[src/rtl/generator_sched_pkg.sv]
// Shared types and helpers for the generator scheduler and its round-robin arbiter.
package generator_sched_pkg;

  typedef enum logic [1:0] {
    IDLE  = 2'd0,
    START = 2'd1,
    SKIP  = 2'd2,
    RUN   = 2'd3
  } state_t;

  localparam int DEFAULT_WIDTH = 32;

  // Index width for n requesters; never narrower than one bit.
  function automatic int idx_width(input int n);
    return (n > 1) ? $clog2(n) : 1;
  endfunction

endpackage

[src/rtl/generator_scheduler_rr_arbiter.sv]
// Combinational round-robin arbiter: grants the first request at or after ptr, wrapping at N.
module rr_arbiter
  import generator_sched_pkg::*;
#(
  parameter int N = 4,
  localparam int IW = idx_width(N)
) (
  input  logic [N-1:0]  req,
  input  logic [IW-1:0] ptr,
  output logic [N-1:0]  grant,
  output logic [IW-1:0] idx,
  output logic          any
);

  int cand;

  always_comb begin
    grant = '0;
    idx   = '0;
    any   = |req;
    cand  = 0;
    // Walk from the farthest offset to the nearest so the nearest request wins.
    for (int off = N - 1; off >= 0; off--) begin
      cand = int'(ptr) + off;
      if (cand >= N) cand = cand - N;
      if (req[cand[IW-1:0]]) idx = cand[IW-1:0];
    end
    if (any) grant[idx] = 1'b1;
  end

endmodule

[src/rtl/generator_scheduler.sv]
// Shares one generator core between N_REQ requesters in round-robin order.
// Optional watchdog abort is compiled in with GENERATOR_SCHEDULER_WATCHDOG_EN.
module generator_scheduler
  import generator_sched_pkg::*;
#(
  parameter int N_REQ      = 4,
  parameter int WIDTH      = DEFAULT_WIDTH,
  parameter int N_ARGS     = 4,
  parameter int N_OUTS     = 4,
  parameter int MAX_CYCLES = 1024,
  localparam int IW = idx_width(N_REQ),
  localparam int AW = N_ARGS * WIDTH,
  localparam int OW = N_OUTS * WIDTH
) (
  input  logic                _clock,
  input  logic                _reset,
  input  logic [N_REQ-1:0]    req_valid,
  input  logic [N_REQ*AW-1:0] req_args,
  output logic [N_REQ-1:0]    req_ack,
  output logic                gen_start,
  output logic [AW-1:0]       gen_args,
  input  logic [OW-1:0]       gen_out,
  input  logic                gen_done,
  output logic                out_valid,
  output logic [OW-1:0]       out_data,
  output logic [IW-1:0]       out_id,
  output logic                busy,
  output logic                err,
  output state_t              state
);

  // Handshake: req_valid[r] is a level held until req_ack[r] pulses for one
  // cycle; req_args slice r must be stable while req_valid[r] is high. The
  // output stream has no backpressure: out_valid is a one-cycle strobe.

  state_t           state_d;
  logic [IW-1:0]    cur, cur_d, ptr, ptr_d, cur_inc;
  logic [AW-1:0]    args_d;
  logic             start_d, valid_d;
  logic [N_REQ-1:0] ack_d;
  logic [OW-1:0]    data_d;
  logic [IW-1:0]    id_d;
  logic [N_REQ-1:0] grant;
  logic [IW-1:0]    grant_idx;
  logic             grant_any;
  logic             wd_hit;

  rr_arbiter #(.N(N_REQ)) u_arb (
    .req   (req_valid),
    .ptr   (ptr),
    .grant (grant),
    .idx   (grant_idx),
    .any   (grant_any)
  );

  assign cur_inc = (int'(cur) == N_REQ - 1) ? '0 : cur + IW'(1);
  assign busy    = (state != IDLE);

`ifdef GENERATOR_SCHEDULER_WATCHDOG_EN
  localparam int CW = $clog2(MAX_CYCLES + 1);
  logic [CW-1:0] wd_cnt;
  logic          err_q;
  logic          wd_abort;

  assign wd_hit   = (wd_cnt == CW'(MAX_CYCLES - 1));
  assign wd_abort = (state == RUN) && !gen_done && wd_hit;
  assign err      = err_q;

  always_ff @(posedge _clock) begin
    if (_reset) begin
      wd_cnt <= '0;
      err_q  <= 1'b0;
    end else begin
      if (state == START) wd_cnt <= '0;
      else if (state == RUN && !gen_done) wd_cnt <= wd_cnt + CW'(1);
      if (wd_abort) err_q <= 1'b1;
    end
  end
`else
  logic unused_cfg;
  assign unused_cfg = (MAX_CYCLES > 0);
  assign wd_hit     = 1'b0;
  assign err        = 1'b0;
`endif

  always_comb begin
    state_d = state;
    cur_d   = cur;
    ptr_d   = ptr;
    args_d  = gen_args;
    start_d = 1'b0;
    ack_d   = '0;
    valid_d = 1'b0;
    data_d  = out_data;
    id_d    = out_id;
    unique case (state)
      IDLE: begin
        if (grant_any) begin
          cur_d   = grant_idx;
          args_d  = '0;
          for (int r = 0; r < N_REQ; r++)
            if (grant[r]) args_d = req_args[r*AW +: AW];
          start_d = 1'b1;
          state_d = START;
        end
      end
      START: state_d = SKIP;
      // Generator outputs still reflect the previous job during this cycle.
      SKIP:  state_d = RUN;
      RUN: begin
        if (gen_done) begin
          ack_d[cur] = 1'b1;
          ptr_d      = cur_inc;
          state_d    = IDLE;
        end else if (wd_hit) begin
          start_d    = 1'b1;
          ack_d[cur] = 1'b1;
          ptr_d      = cur_inc;
          state_d    = IDLE;
        end else begin
          data_d  = gen_out;
          id_d    = cur;
          valid_d = 1'b1;
        end
      end
    endcase
  end

  always_ff @(posedge _clock) begin
    if (_reset) begin
      state     <= IDLE;
      cur       <= '0;
      ptr       <= '0;
      gen_start <= 1'b1;
      gen_args  <= '0;
      req_ack   <= '0;
      out_valid <= 1'b0;
      out_data  <= '0;
      out_id    <= '0;
    end else begin
      state     <= state_d;
      cur       <= cur_d;
      ptr       <= ptr_d;
      gen_start <= start_d;
      gen_args  <= args_d;
      req_ack   <= ack_d;
      out_valid <= valid_d;
      out_data  <= data_d;
      out_id    <= id_d;
    end
  end

endmodule

[config.mk]
export PLATFORM = sky130hd
export DESIGN_NAME = generator_scheduler
export DESIGN_NICKNAME = d
export VERILOG_FILES = /design/src/rtl/generator_sched_pkg.sv /design/src/rtl/generator_scheduler_rr_arbiter.sv /design/src/rtl/generator_scheduler.sv
export SDC_FILE = /design/constraint.sdc
export NUM_CORES = 1
export LEC_CHECK = 0
export ABC_AREA = 1
export BUFFER_PORTS_ARGS = -buffer_cell sky130_fd_sc_hd__buf_2
export CAP_MARGIN = 15
export CORE_AREA = 2 2 354 356
export DETAILED_ROUTE_END_ITERATION = 12
export DIE_AREA = 0 0 356 358
export HOLD_SLACK_MARGIN = 0.03
export PLACE_DENSITY = 0.35
export SETUP_SLACK_MARGIN = 0.1
export SLEW_MARGIN = 15
export SYNTH_ARGS = -nofsm -noshare
export SYNTH_HDL_FRONTEND = slang
export SYNTH_SLANG_ARGS = --single-unit
[constraint.sdc]
create_clock -name _clock -period 1.8 [get_ports _clock]
set_input_delay 0 -clock _clock [delete_from_list [all_inputs] [get_ports _clock]]
set_output_delay 0 -clock _clock [all_outputs]
set_load 0.01 [all_outputs]
==> results of run 1 <==
==> cells in the mapped netlist, types with 3 or more instances <==
cell type  instances  area [um^2]
nand2_1          790         2970
inv_1            405         1520
dfxtp_1          270         5410
nor2_1           265          995
nand3_1          135          676
o21ai_0          134          671
a21o_1           128          961
nand4_1          128          801
clkbuf_1          85          319
buf_2             46          230
buf_4             31          233
ha_1               8          100
a21oi_1            5         25.0
buf_1              4         15.0
buf_6              3         33.8
inv_2              3         11.3
==> critical path, stage by stage, from the launching register on <==
cell and delay (ns):
dfxtp_4 0.37, inv_4 0.08, nand2_1 0.06, nand2_2 0.07, nand2_1 0.06, nand2_1 0.06
nand3_1 0.08, nand2_2 0.12, nand2_8 0.08, buf_12 0.14, nor2_4 0.15, buf_12 0.22
buf_4 0.16, nand2_1 0.06, nand2_2 0.12, inv_1 0.06, nand2_1 0.07, nand2_1 0.04
==> where the power goes <==
part	internal, mW	total (mW)	switching, mW
Sequential	7.54	8.45	0.910
Combinational	6.77	15.9	9.14
Clock	5.28	8.53	3.25
Total	19.6	32.9	13.3
==> kinds of logic (layout without fill, tap and decap cells) <==
logic type / Yosys count / after routing / share of synthesized area
flops: 270 / 270 / 0.358
buf+inv: 579 / 2198 / 0.158
other cells: 1 / 12 / 0.000249
fa+ha+maj: 8 / 8 / 0.00664
compound gates: 273 / 273 / 0.112
simple gates: 1326 / 1326 / 0.365
==> path summary, 6_finish.rpt <==
path / from / endpoint / slack (ns) / cells after the start
worst min register to register: gen_args[8] / gen_args[8] / 0.44 / 2
worst max-delay path: ptr[0] / gen_args[55] / -0.34 / 17
worst min-delay path: gen_out[28] / out_data[28] / 0.17 / 4
worst max register to register: ptr[0] / gen_args[55] / -0.34 / 17
==> flip-flops by register name, indices dropped and copies added (netlist names) <==
signal and count:
gen_start 1, cur 2, out_id 2, gen_args 128, ptr 2, out_data 128, req_ack 4, out_valid 1
state 2
==> per-layer routing <==
layer	vias up	track usage	share of wire
li1	10700	-	-
met1	9729	0.174	0.42
met2	831	0.245	0.47
met3	168	0.0403	0.075
met4	12	0.0522	0.034
met5	-	0	0.00087
==> timing repair <==
action / 4_1_cts / 5_1_grt
resized for setup: 70 / 14
setup endpoints to repair: 130 / 218
endpoints found under the hold margin: 266 / 0
pin swaps: 4 / 2
cloned: 7 / 2
buffers inserted: 8 / 2
hold buffers: 643 / 0
==> cell usage in the layout, fill, tap and decap left out, drive strengths merged <==
cell | netlist | final
clkinv | 0 | 6
bufbuf | 0 | 1
nor3 | 1 | 1
conb | 1 | 1
inv | 409 | 411
buf | 84 | 1070
clkbuf | 86 | 62
ha | 8 | 8
o21ai | 136 | 136
o22ai | 2 | 2
a21oi | 5 | 5
diode | 0 | 11
nand2 | 793 | 793
nor2 | 267 | 267
a211oi | 2 | 2
clkinvlp | 0 | 1
nand4 | 128 | 128
a21o | 128 | 128
dlygate4sd3 | 0 | 643
bufinv | 0 | 4
dfxtp | 270 | 270
nor4 | 1 | 1
nand3 | 136 | 136
==> stage by stage <==
| stage | instances | util | hold slack, ns |
|---|---|---|---|
| after floorplan | 2457 | - | 0.0724 |
| after global placement | 4978 | 0.181 | 0.223 |
| after detailed placement | 4978 | 0.181 | 0.227 |
| after CTS | 5709 | 0.250 | 0.111 |
| after global routing | 5720 | 0.250 | 0.152 |
| final | 5724 | 0.251 | 0.167 |
==> final cells by class <==
type	instances	area, um^2
sequential	270	5410
fill	13900	92400
clock inverter	13	179
inverter	409	1540
clock buffer	60	1230
tap	1637	2050
antenna	11	27.5
multi-input combinational	1608	7460
timing repair buffer	1716	13000
==> results.cfg, run 1 <==
[run_status]
violations = setup timing
outcome = finished with violations

[sta]
finalSetupViolations = 128
finalCritPeriodShare = 1.19
fin_setup_tns_ns = -32.72
hold_violations = 0
setup_ws_ns = -0.340
final.setup_skew_ns = 0.0192
rsz0062_at_grt = yes
report.final.slew_viol_count = 0
timing.fmax_mhz = 467
fin_crit_ns = 2.14

[critical_path]
cp_data_arrival_time_ns = 2.61
cp.required_ns = 2.27
cp_max_fo = 14
crit_type = reg -> reg
startpoint_type = flip-flop
crit_path_end_kind = flip-flop

[finish]
stdcell_area_mm2 = 0.0309
synthToLayoutAreaGrowth_pct = 105
nets = 4700
drive_gt1_frac = 0.291

[synthesis]
ys_types = 29
yosys_most_used_dff = dfxtp_1
ys_seq_area_frac = 0.358
ys_ff_latch = 270
netlist_area_mm2 = 0.0151
synth-edff-count = 0
async_flop_share = 0
syn_avg_cell_area_um2 = 6.14
yosysWarningCount = 0
synth_fp_nets = 3112
synth_cells = 2457

[power_and_ir_drop]
leakage_nw = 16.9
powerDensity_mw_per_mm2 = 1060
finalPower_mw = 32.9
ir_drop_uv = 585

[hold_path]
hold_path.class = in -> reg

[grt]
grt_max_degree = 101
antenna_found_initial = 20
grt_pass1_wl_um = 139000
grt_overflow = 0
grt_use_total = 0.145
grt_pass1_vias = 22100

[flow_run]
maxCapViolations = 0

[placement]
port_buffers = 913
place_ws_ns = -0.595
gp_congestion = 0.850
post_dp_cell_area_mm2 = 0.0224
hpwl_um = 73600

[detailed_routing]
via_count = 21500
drc = 0
viasPerCell = 3.75
wl_um = 97900
ant_nets = 0
wl_per_cell_um = 17.1
drt_first_pass_iters = 5
drtIter0Drc = 1088

[floorplanning]
start_util = 0.122
core_area_mm2 = 0.123
die-area_mm2 = 0.127
die_height_um = 358
rows = 129
die_w_um = 356
ios = 915

[clock_tree]
worstSkewPairLatency_ns = 0.58
htreeDepth = 2
cts_tree = built
path_clk_slew_ns = 0.06
cts_buffers = 40
cts_buffer_depth = 3
clock_sinks = 270
root_buffer = clkbuf_16
(Power assumes the default switching activity.)
==> run 2: changes to the inputs <==
--- a/config.mk
+++ b/config.mk
@@ -12,8 +12,9 @@
 export DETAILED_ROUTE_END_ITERATION = 12
 export DIE_AREA = 0 0 356 358
 export HOLD_SLACK_MARGIN = 0.03
-export PLACE_DENSITY = 0.35
+export PLACE_DENSITY = 0.34
 export SETUP_SLACK_MARGIN = 0.1
+export SKIP_CTS_REPAIR_TIMING = 1
 export SLEW_MARGIN = 15
 export SYNTH_ARGS = -nofsm -noshare
 export SYNTH_HDL_FRONTEND = slang
==> constraint.sdc (replaced) <==
create_clock -name _clock -period 2.6 [get_ports _clock]
set_input_delay 0 -clock _clock [delete_from_list [all_inputs] [get_ports _clock]]
set_output_delay 0 -clock _clock [all_outputs]
set_load 0.01 [all_outputs]
==> run 2 against run 1 <==
Clock-buffer cell count is 4 lower. Critical path depth is 5 lower. Register-to-register slack better by 0.70 ns. Sequential cell count stayed put. The run now ends clean. Sequential share of layout area is 0.88 points higher. Global-route usage is 1.5 points lower. Sequential power is 31% lower. Wire length is 5.1% lower. Clock skew is 0.014 ns higher. Utilization is 1.2 points lower. Largest power group unchanged.
==> results.cfg, run 2 (synthesis results as in run 1) <==
[sta]
fin_crit_ns = 2.24
final.setup_skew_ns = 0.0333
fin_setup_tns_ns = 0
hold_violations = 0
timing.fmax_mhz = 447
finalSetupViolations = 0
finalCritPeriodShare = 0.861
relSlewSlack = 0.538
worst_pin_slew_ns = 0.693
report.final.slew_viol_count = 0
rsz0062_at_grt = no

[grt]
grt_overflow = 0
grt_pass1_wl_um = 122000
grt_pass1_vias = 18100
grt_use_total = 0.130
antenna_found_initial = 13
grt_max_degree = 133

[finish]
drive_gt1_frac = 0.263
instances_no_fill = 5607
layout_commonest_cell = buf_2
fillCellCount = 14100
top_regs = gen_args x128, out_data x128, req_ack x4
mostFrequentLayoutCells = buf_2, nand2_1, dlygate4sd3_1, inv_1, dfxtp_1
synthToLayoutAreaGrowth_pct = 94.8
nets = 4586

[power_and_ir_drop]
powerDensity_mw_per_mm2 = 715
leakage_nw = 16.1
ir_drop_uv = 420

[floorplanning]
rows = 129
start_util = 0.122
die_w_um = 356
core_area_mm2 = 0.123
die-area_mm2 = 0.127
die_height_um = 358
ios = 915

[detailed_routing]
via_count = 21000
viasPerCell = 3.75
wl_um = 92900
wl_per_cell_um = 16.6
drt_first_pass_iters = 7
ant_nets = 0
drtIter0Drc = 1215
drc = 0

[clock_tree]
root_buffer = clkbuf_16
htreeDepth = 2
cts_buffer_depth = 3
cts_tree = built
path_clk_slew_ns = 0.06
worstSkewPairLatency_ns = 0.60
cts_buffers = 41
clock_sinks = 270

[critical_path]
path_common_cell = nand2_1
cpMaxStageDelayCell = dfxtp_2
cp_slowest_stage_delay_ns = 0.42
reg2reg_to = gen_args[29]
cp_max_fo = 54
r2r_slack_ns = 0.36
path_cells = nand2_1, nand3_2, nand2_1, inv_2, nand3_1, nand2_8, buf_12, buf_12, a21o_1, nand3_1, nand2_1, nand2_1
startpoint_type = flip-flop
path_buf_inv = 3
cp_data_arrival_time_ns = 2.71
crit_type = reg -> reg
path_delay_family = simple AND/OR/NAND/NOR gates
r2r-start = ptr[0]
cp-startpoint = ptr[0]
cp.required_ns = 3.07
crit_path_end_kind = flip-flop
rr_worst_depth = 12

[hold_path]
hold_start = req_args[323]
hold_end = gen_args[67]
hold-path-cell-count = 6
hold_path.class = in -> reg

[placement]
hpwl_um = 69000
placedCellCount = 4885
port_buffers = 913
gp_congestion = 0.851

[run_status]
outcome = completed

[flow_run]
maxCapViolations = 0
-- run 2: cell count changes in the layout (fill, tap and decap cells not counted), moves of 6 or more --
cell / previous run / this run
nand3_2: 7 / 1
buf_6: 13 / 0
nand2_1: 773 / 790
clkbuf_8: 13 / 5
nand2_2: 18 / 1
buf_12: 36 / 28
nand3_1: 127 / 135
buf_16: 10 / 0
buf_4: 94 / 20
-- run 2: through the flow --
step                      cell area, um^2  power, mW  setup WS, ns   util  hold slack (ns)
after detailed placement            21600       14.8         0.249  0.175            0.226
after CTS                           23000       20.8         0.214  0.186           -0.478
final                               29400       21.0         0.362  0.238          0.00395
after global placement              21600       14.8         0.241  0.175            0.222
after floorplan                     15100       10.7         0.794      -           0.0724
after global routing                29400       22.7         0.152  0.238           0.0446
-- run 2: worst max-delay path by stage --
| stage | cells after the start | slack (ns) | endpoint |
|---|---|---|---|
| finish | 12 | 0.36 | gen_args[29] |
| global route | 12 | 0.15 | gen_args[29] |
| CTS | 12 | 0.21 | gen_args[29] |
| detailed placement | 12 | 0.25 | gen_args[71] |
| global placement | 14 | 0.24 | gen_args[71] |
| floorplan | 12 | 0.79 | gen_args[46] |
-- run 2: layer usage --
layer  global-route usage  up-vias  share of wire
met5                    0        -        0.00058
met4               0.0485        8          0.027
met3               0.0512      149          0.080
met2                0.218      804           0.48
met1                0.149     9556           0.41
li1                     -    10500              -
-- run 2: power breakdown --
group	switching, mW	internal [mW]
Clock	2.41	3.28
Combinational	5.68	3.77
Sequential	0.640	5.22
Total	8.73	12.3
-- run 2: area by class of cell --
class                           instances  area, um^2  share of cell area
Timing Repair Buffer                 1601       11700               0.398
Multi-Input combinational cell       1608        7350               0.250
Sequential cell                       270        5410               0.184
Tap cell                             1637        2050              0.0697
Inverter                              409        1540              0.0525
Clock buffer                           56        1130              0.0385
Clock inverter                         19         205             0.00698
Antenna cell                            7        17.5            0.000596
-- run 2: tightest hold or removal path: cells and delay by family --
kind	cells	cell delay, ns
buf+inv	2	0.17
compound gates	1	0.19
simple gates	3	0.21
